$ cat config.mk
export PLATFORM = sky130hd
export DESIGN_NAME = temp_avg_filter
export DESIGN_NICKNAME = d
export VERILOG_FILES = /design/src/rtl/temp_pkg.sv /design/src/rtl/tick_gen.sv /design/src/rtl/temp_avg_filter.sv
export SDC_FILE = /design/constraint.sdc
export NUM_CORES = 1
export LEC_CHECK = 0
export CAP_MARGIN = 0
export CORE_MARGIN = 2
export CORE_UTILIZATION = 50
export DETAILED_ROUTE_END_ITERATION = 6
export PLACE_DENSITY = 0.69
export SLEW_MARGIN = 20
export SYNTH_ARGS = -nofsm -noshare
export SYNTH_HDL_FRONTEND = slang
export SYNTH_SLANG_ARGS = --single-unit
$ cat constraint.sdc
create_clock -name clk -period 4.4 [get_ports clk]
set_input_delay 0.88 -clock clk [delete_from_list [all_inputs] [get_ports clk]]
set_output_delay 0.88 -clock clk [all_outputs]
set_load 0.01 [all_outputs]
$ cat src/rtl/temp_pkg.sv
// Shared types and constants for the temperature sample-and-average path.
// Temperatures are signed 13-bit values in 1/16 degC steps.
package temp_pkg;

  localparam int TEMP_W         = 13;
  localparam int DECI_W         = 16;
  localparam int AVG_DEPTH_LOG2 = 3;
  localparam int AVG_DEPTH      = 1 << AVG_DEPTH_LOG2;
  localparam int SUM_W          = 16;

  typedef logic signed [TEMP_W-1:0] temp_t;

  typedef enum logic {
    EMPTY = 1'b0,
    RUN   = 1'b1
  } state_t;

  // |raw| * 10 / 16, with a 17-bit intermediate so that -4096 maps to 2560
  function automatic logic [DECI_W-1:0] raw_to_deci(input temp_t raw);
    logic [TEMP_W+3:0] ext;
    logic [TEMP_W+3:0] mag;
    logic [TEMP_W+3:0] prod;
    ext  = {{4{raw[TEMP_W-1]}}, raw};
    mag  = raw[TEMP_W-1] ? (17'd0 - ext) : ext;
    prod = mag * 17'd10;
    return {3'b000, prod[TEMP_W+3:4]};
  endfunction

endpackage

$ cat src/rtl/tick_gen.sv
// Free-running sample tick: one-cycle pulse on the terminal count of a
// 0..SAMPLE_CYCLES-1 counter.
module tick_gen #(
  parameter int SAMPLE_CYCLES = 100_000_000
) (
  input  logic clk,
  input  logic reset_n,
  output logic tick_o
);

  localparam int              CNT_W = $clog2(SAMPLE_CYCLES);
  localparam logic [CNT_W-1:0] LAST = CNT_W'(SAMPLE_CYCLES - 1);

  logic [CNT_W-1:0] cnt_q;

  // Wrapping sample counter
  always_ff @(posedge clk or negedge reset_n) begin
    if (!reset_n) begin
      cnt_q <= '0;
    end else if (cnt_q == LAST) begin
      cnt_q <= '0;
    end else begin
      cnt_q <= cnt_q + CNT_W'(1);
    end
  end

  assign tick_o = (cnt_q == LAST);

endmodule

$ cat src/rtl/temp_avg_filter.sv
// 8-deep moving average of sensor temperature with min/max tracking and
// conversion to tenths of a degree; upd pulses 3 cycles after each accepted tick.
module temp_avg_filter
  import temp_pkg::*;
#(
  parameter int SAMPLE_CYCLES = 100_000_000,
  parameter int MISS_LIMIT    = 4
) (
  input  logic              clk,
  input  logic              reset_n,
  input  logic [TEMP_W-1:0] temp_in,
  input  logic              temp_rdy,
  input  logic              temp_err,
  input  logic              clear_minmax,
  output logic [DECI_W-1:0] avg_deci,
  output logic              avg_neg,
  output logic [TEMP_W-1:0] avg_raw,
  output logic [TEMP_W-1:0] min_raw,
  output logic [TEMP_W-1:0] max_raw,
  output logic              valid,
  output logic              upd
);

  localparam logic [3:0] MISS_LAST = 4'(MISS_LIMIT);

  logic tick_s;
  logic accept_s;
  temp_t sample_s;
  logic signed [SUM_W-1:0] sum_next_s;

  state_t                    state_q;
  temp_t                     ring_q [AVG_DEPTH];
  logic signed [SUM_W-1:0]   sum_q;
  logic [AVG_DEPTH_LOG2-1:0] wr_ptr_q;
  logic [3:0]                miss_q;
  logic                      s1_q;
  logic                      first_q;
  logic                      valid_q;

  temp_t             avg_d, avg_q;
  logic [DECI_W-1:0] deci_d, deci_q;
  logic              neg_q;
  logic              s2_q;

  temp_t min_q, max_q;
  logic  upd_q;
  logic  clr_pend_q;
  logic  clr_now_s;

  tick_gen #(.SAMPLE_CYCLES(SAMPLE_CYCLES)) u_tick_gen (
    .clk    (clk),
    .reset_n(reset_n),
    .tick_o (tick_s)
  );

  assign sample_s   = temp_t'(temp_in);
  assign accept_s   = tick_s & temp_rdy & ~temp_err;
  assign sum_next_s = sum_q
                    - {{(SUM_W-TEMP_W){ring_q[wr_ptr_q][TEMP_W-1]}}, ring_q[wr_ptr_q]}
                    + {{(SUM_W-TEMP_W){sample_s[TEMP_W-1]}}, sample_s};

  // Fill/run state machine owning the ring, running sum and stale detection
  always_ff @(posedge clk or negedge reset_n) begin
    if (!reset_n) begin
      state_q  <= EMPTY;
      for (int i = 0; i < AVG_DEPTH; i++) ring_q[i] <= '0;
      sum_q    <= '0;
      wr_ptr_q <= '0;
      miss_q   <= '0;
      s1_q     <= 1'b0;
      first_q  <= 1'b0;
      valid_q  <= 1'b0;
    end else begin
      s1_q <= 1'b0;
      if (s2_q) begin
        first_q <= 1'b0;
        valid_q <= 1'b1;
      end
      case (state_q)
        EMPTY: begin
          if (accept_s) begin
            for (int i = 0; i < AVG_DEPTH; i++) ring_q[i] <= sample_s;
            sum_q    <= {sample_s, 3'b000};
            wr_ptr_q <= '0;
            miss_q   <= '0;
            s1_q     <= 1'b1;
            first_q  <= 1'b1;
            state_q  <= RUN;
          end
        end
        RUN: begin
          if (accept_s) begin
            ring_q[wr_ptr_q] <= sample_s;
            sum_q    <= sum_next_s;
            wr_ptr_q <= wr_ptr_q + 3'd1;
            miss_q   <= '0;
            s1_q     <= 1'b1;
          end else if (tick_s) begin
            if (miss_q + 4'd1 == MISS_LAST) begin
              miss_q  <= '0;
              valid_q <= 1'b0;
              state_q <= EMPTY;
            end else begin
              miss_q <= miss_q + 4'd1;
            end
          end
        end
        default: state_q <= EMPTY;
      endcase
    end
  end

  assign avg_d  = sum_q[SUM_W-1:3];
  assign deci_d = raw_to_deci(avg_d);

  // Average and display conversion stage
  always_ff @(posedge clk or negedge reset_n) begin
    if (!reset_n) begin
      avg_q  <= '0;
      deci_q <= '0;
      neg_q  <= 1'b0;
      s2_q   <= 1'b0;
    end else begin
      s2_q <= s1_q;
      if (s1_q) begin
        avg_q  <= avg_d;
        deci_q <= deci_d;
        neg_q  <= avg_d[TEMP_W-1];
      end
    end
  end

  // A clear seen on the same edge that loads min/max takes effect immediately
  assign clr_now_s = clr_pend_q | clear_minmax;

  // Min/max tracking and result strobe
  always_ff @(posedge clk or negedge reset_n) begin
    if (!reset_n) begin
      min_q      <= '0;
      max_q      <= '0;
      upd_q      <= 1'b0;
      clr_pend_q <= 1'b0;
    end else begin
      upd_q <= s2_q;
      if (s2_q) begin
        clr_pend_q <= 1'b0;
        if (first_q || clr_now_s) begin
          min_q <= avg_q;
          max_q <= avg_q;
        end else begin
          if (avg_q < min_q) min_q <= avg_q;
          if (avg_q > max_q) max_q <= avg_q;
        end
      end else if (clear_minmax) begin
        clr_pend_q <= 1'b1;
      end
    end
  end

  assign avg_raw  = avg_q;
  assign avg_deci = deci_q;
  assign avg_neg  = neg_q;
  assign min_raw  = min_q;
  assign max_raw  = max_q;
  assign valid    = valid_q;
  assign upd      = upd_q;

endmodule

==> reports/qor.csv <==
stage,metric,value,unit
synthesis,synth-edff-count,0,
routing,drt-initial-drc-count,680,
setup_path,reg2reg_to,sum_q[11]$_DFFE_PN0P_,
clocking,numCtsBuffers,24,
placed_design,portBuffers,72,
setup_path,startpoint_type,flop,
setup_path,required,4.83,ns
pwr,power,4150,uW
synthesis,syn_area_per_cell,10.6,sq um
clocking,cts_buffer_depth,3,
final_layout,layout-drive-gt1-share,16.8,%
run_status,outcome,finished clean,
routing,vias,8725,
pwr,clkPwrFrac,47.7,%
pwr,switchingPower,941,uW
grt,grt_pass1_vias,8759,
clocking,htree_levels,1,
final_layout,syn_to_final_growth,16.1,%
grt,antenna_found_initial,0,
pwr,internal_power,3210,uW
synthesis,synth_area_leaders,"dfrtp_1, ha_1, mux2_2",
die,start_util,51.3,%
grt,grt_use_total,22.5,%
clocking,cts_tree,built,
setup_path,r2r-start,wr_ptr_q[1]$_DFFE_PN0P_,
synthesis,synth_top_area_share,44.0,%
synthesis,synth_commonest_cells,"dfrtp_1, nand2_1, inv_1",
die,core_area,23600,sq um
setup_path,cp-startpoint,wr_ptr_q[1]$_DFFE_PN0P_,
routing,first_pass_iters,7,
pwr,vdd_drop_max,204,uV
sta,fin_skew,0.0178,ns
sta,min_period,4.05,ns
final_layout,antenna_cells,0,
die,ios,76,
run,maxCapViolCount,0,
sta,fmax,247,MHz
die,row_count,56,
synthesis,synthCells,1141,
die,die_height,160,microns
pwr,pwr-share-comb,5.0,%
clocking,clock_latency,0.52,ns
clocking,cts_sinks,213,
grt,grt_max_degree,113,
sta,setup_violations,0,
placed_design,place_congestion,0.934,
sta,fin_tns_setup,0,ns
placed_design,hpwlAfterDp,19.9,mm
clocking,root_buffer,clkbuf_16,
synthesis,yosys_warnings,0,
routing,via_per_inst,5.57,
sta,rsz0062_at_grt,no,
synthesis,seq_area_frac_synth,44.0,%
clocking,cts.clk_slew.worst_paths,0.06,ns
grt,grt_first_pass_wirelength,46.7,mm
pwr,switching_share,22.7,%
grt,grt-ovfl-total,0,
setup_path,path_class,reg -> reg,
setup_path,crit_fanout,12,
clocking,postCtsHoldBufs,0,
setup_path,reg2reg_slack,0.35,ns
routing,drc,0,
synthesis,synth.cell_area,12100,sq um
synthesis,synthFlopType,dfrtp_1,
die,die_width,160,microns
synthesis,yosys_register_bits,213,
pwr,power_density,295,nW/um^2
setup_path,cp-endpoint,sum_q[11]$_DFFE_PN0P_,
routing,drt_wl_total,28.4,mm
sta,slew_headroom,31.5,%
setup_path,worstRegToRegCells,15,
pwr,p_leak,0.00665,uW
pwr,seqPwrFrac,47.3,%
final_layout,final_nets,1335,
synthesis,synth_top_area_cell,dfrtp_1,
synthesis,synth_most_common_cell,dfrtp_1,
synthesis,synth_cell_types,72,
sta,drv_slew,0,
sta,period_share,92.0,%
sta,worst_pin_slew,1.03,ns
synthesis,ys_async_sr_fraction,100,%
setup_path,cp-end-kind,flop,
min_path,hp-class,in -> async,
setup_path,worstPathArrival,4.47,ns
routing,drt-wirelength-per-cell,18.1,microns
die,die_area,25500,sq um
sta,hold_viol_final,0,
routing,antenna_left,0,
placed cells by master (no fill, tap or decap), types with 12 or more instances in the layout:
cell type | netlist | routed
xor2_1 | 24 | 24
nor2_1 | 68 | 67
nand3_1 | 19 | 19
mux2_2 | 77 | 77
a21oi_1 | 37 | 37
dfrtp_1 | 213 | 212
ha_1 | 71 | 71
clkbuf_16 | 0 | 25
nand2_1 | 118 | 118
fa_1 | 16 | 16
o21ai_0 | 92 | 91
a221oi_1 | 12 | 12
inv_1 | 93 | 93
xnor2_1 | 31 | 31
nor3_1 | 14 | 14
mux2i_1 | 14 | 14
clkdlybuf4s50_1 | 0 | 71
a21o_1 | 12 | 12
mux2_4 | 40 | 40
buf_4 | 4 | 29
sequential cells by signal, summed over array words and instances, names as in the netlist:
signal	cells
state_q	1
sum_q	16
s1_q	1
ring_q	104
avg_raw	13
valid	1
clr_pend_q	1
avg_deci	13
u_tick_gen.cnt_q	27
miss_q	4
max_raw	13
upd	1
wr_ptr_q	3
min_raw	13
first_q	1
s2_q	1
per-stage QoR:
step / instances / hold slack, ns / setup WS, ns / util [%] / instance area, sq um
detailed placement: 1523 / 0.469 / 0.219 / 56.2 / 13300
finish: 1567 / 0.418 / 0.351 / 59.6 / 14100
CTS: 1567 / 0.474 / 0.243 / 59.6 / 14100
floorplan: 1145 / 0.352 / 0.243 / - / 12100
global route: 1567 / 0.502 / 0.0753 / 59.6 / 14100
global placement: 1523 / 0.460 / 0.304 / 56.2 / 13300
layout make-up:
type	instances	area [sq um]
Inverter	96	360
Multi-Input combinational cell	792	6220
Timing Repair Buffer	103	983
Fill cell	2043	9540
Clock inverter	9	80.1
Sequential cell	213	5330
Tap cell	319	399
Clock buffer	35	703
worst min path at each step:
| stage | start | to | slack [ns] | cells after the start |
|---|---|---|---|---|
| 6_report | reset_n | ring_q[30]$_DFFE_PN0P_ | 0.42 | 1 |
| 5_1_grt | ring_q[90]$_DFFE_PN0P_ | ring_q[90]$_DFFE_PN0P_ | 0.50 | 2 |
| 4_1_cts | reset_n | ring_q[30]$_DFFE_PN0P_ | 0.47 | 1 |
| 3_5_place_dp | ring_q[49]$_DFFE_PN0P_ | ring_q[49]$_DFFE_PN0P_ | 0.47 | 2 |
| 3_3_place_gp | ring_q[48]$_DFFE_PN0P_ | ring_q[48]$_DFFE_PN0P_ | 0.46 | 2 |
| 2_1_floorplan | s1_q$_DFF_PN0_ | s2_q$_DFF_PN0_ | 0.35 | 0 |
per-layer routing:
layer | GRT usage (%) | vias up | part of all wire, %
met5 | 0 | - | 0
met4 | 6.07 | 0 | 2.5
met3 | 3.77 | 45 | 5.3
met2 | 36.2 | 205 | 46
met1 | 31.8 | 4296 | 46
li1 | - | 4179 | -
cell families (layout without fill, tap and decap cells):
group	after synthesis	count (layout)	synth area share (%)
other	1	5	0.0309
DFF	213	213	44.0
xor gates and xnor gates	55	55	3.97
AOI/OAI and AO/OA	236	236	12.5
adders and majority gates	87	87	9.97
and+or+nand+nor	273	273	10.4
muxes	136	136	14.2
buffers and inverters	140	243	4.93
power groups by stage:
stage               combinational, uW  sequential, uW  clock [uW]
floorplan                         107            2000           0
global placement                  206            2000           0
detailed placement                209            2000           0
CTS                               211            1960        2010
global route                      237            1960        2110
finish                            209            1960        1980
critical path, stage by stage, from the launching register on:
cell and delay (ns):
dfrtp_2 0.55, buf_4 0.28, mux2i_1 0.21, nor2_1 0.07, a21oi_1 0.14, o221ai_1 0.17, fa_1 0.51, inv_1 0.04
ha_1 0.37, and3_1 0.21, a32o_1 0.27, a211o_1 0.31, a31oi_1 0.30, xor2_1 0.13, a211o_1 0.29, o21ai_0 0.08
what timing repair did:
action                                  in CTS  in global routing
setup buffers                                0                  0
resized for setup                            0                  2
endpoints found under the setup margin       0                  3
No activity file was read; power rests on OpenSTA's default activity.
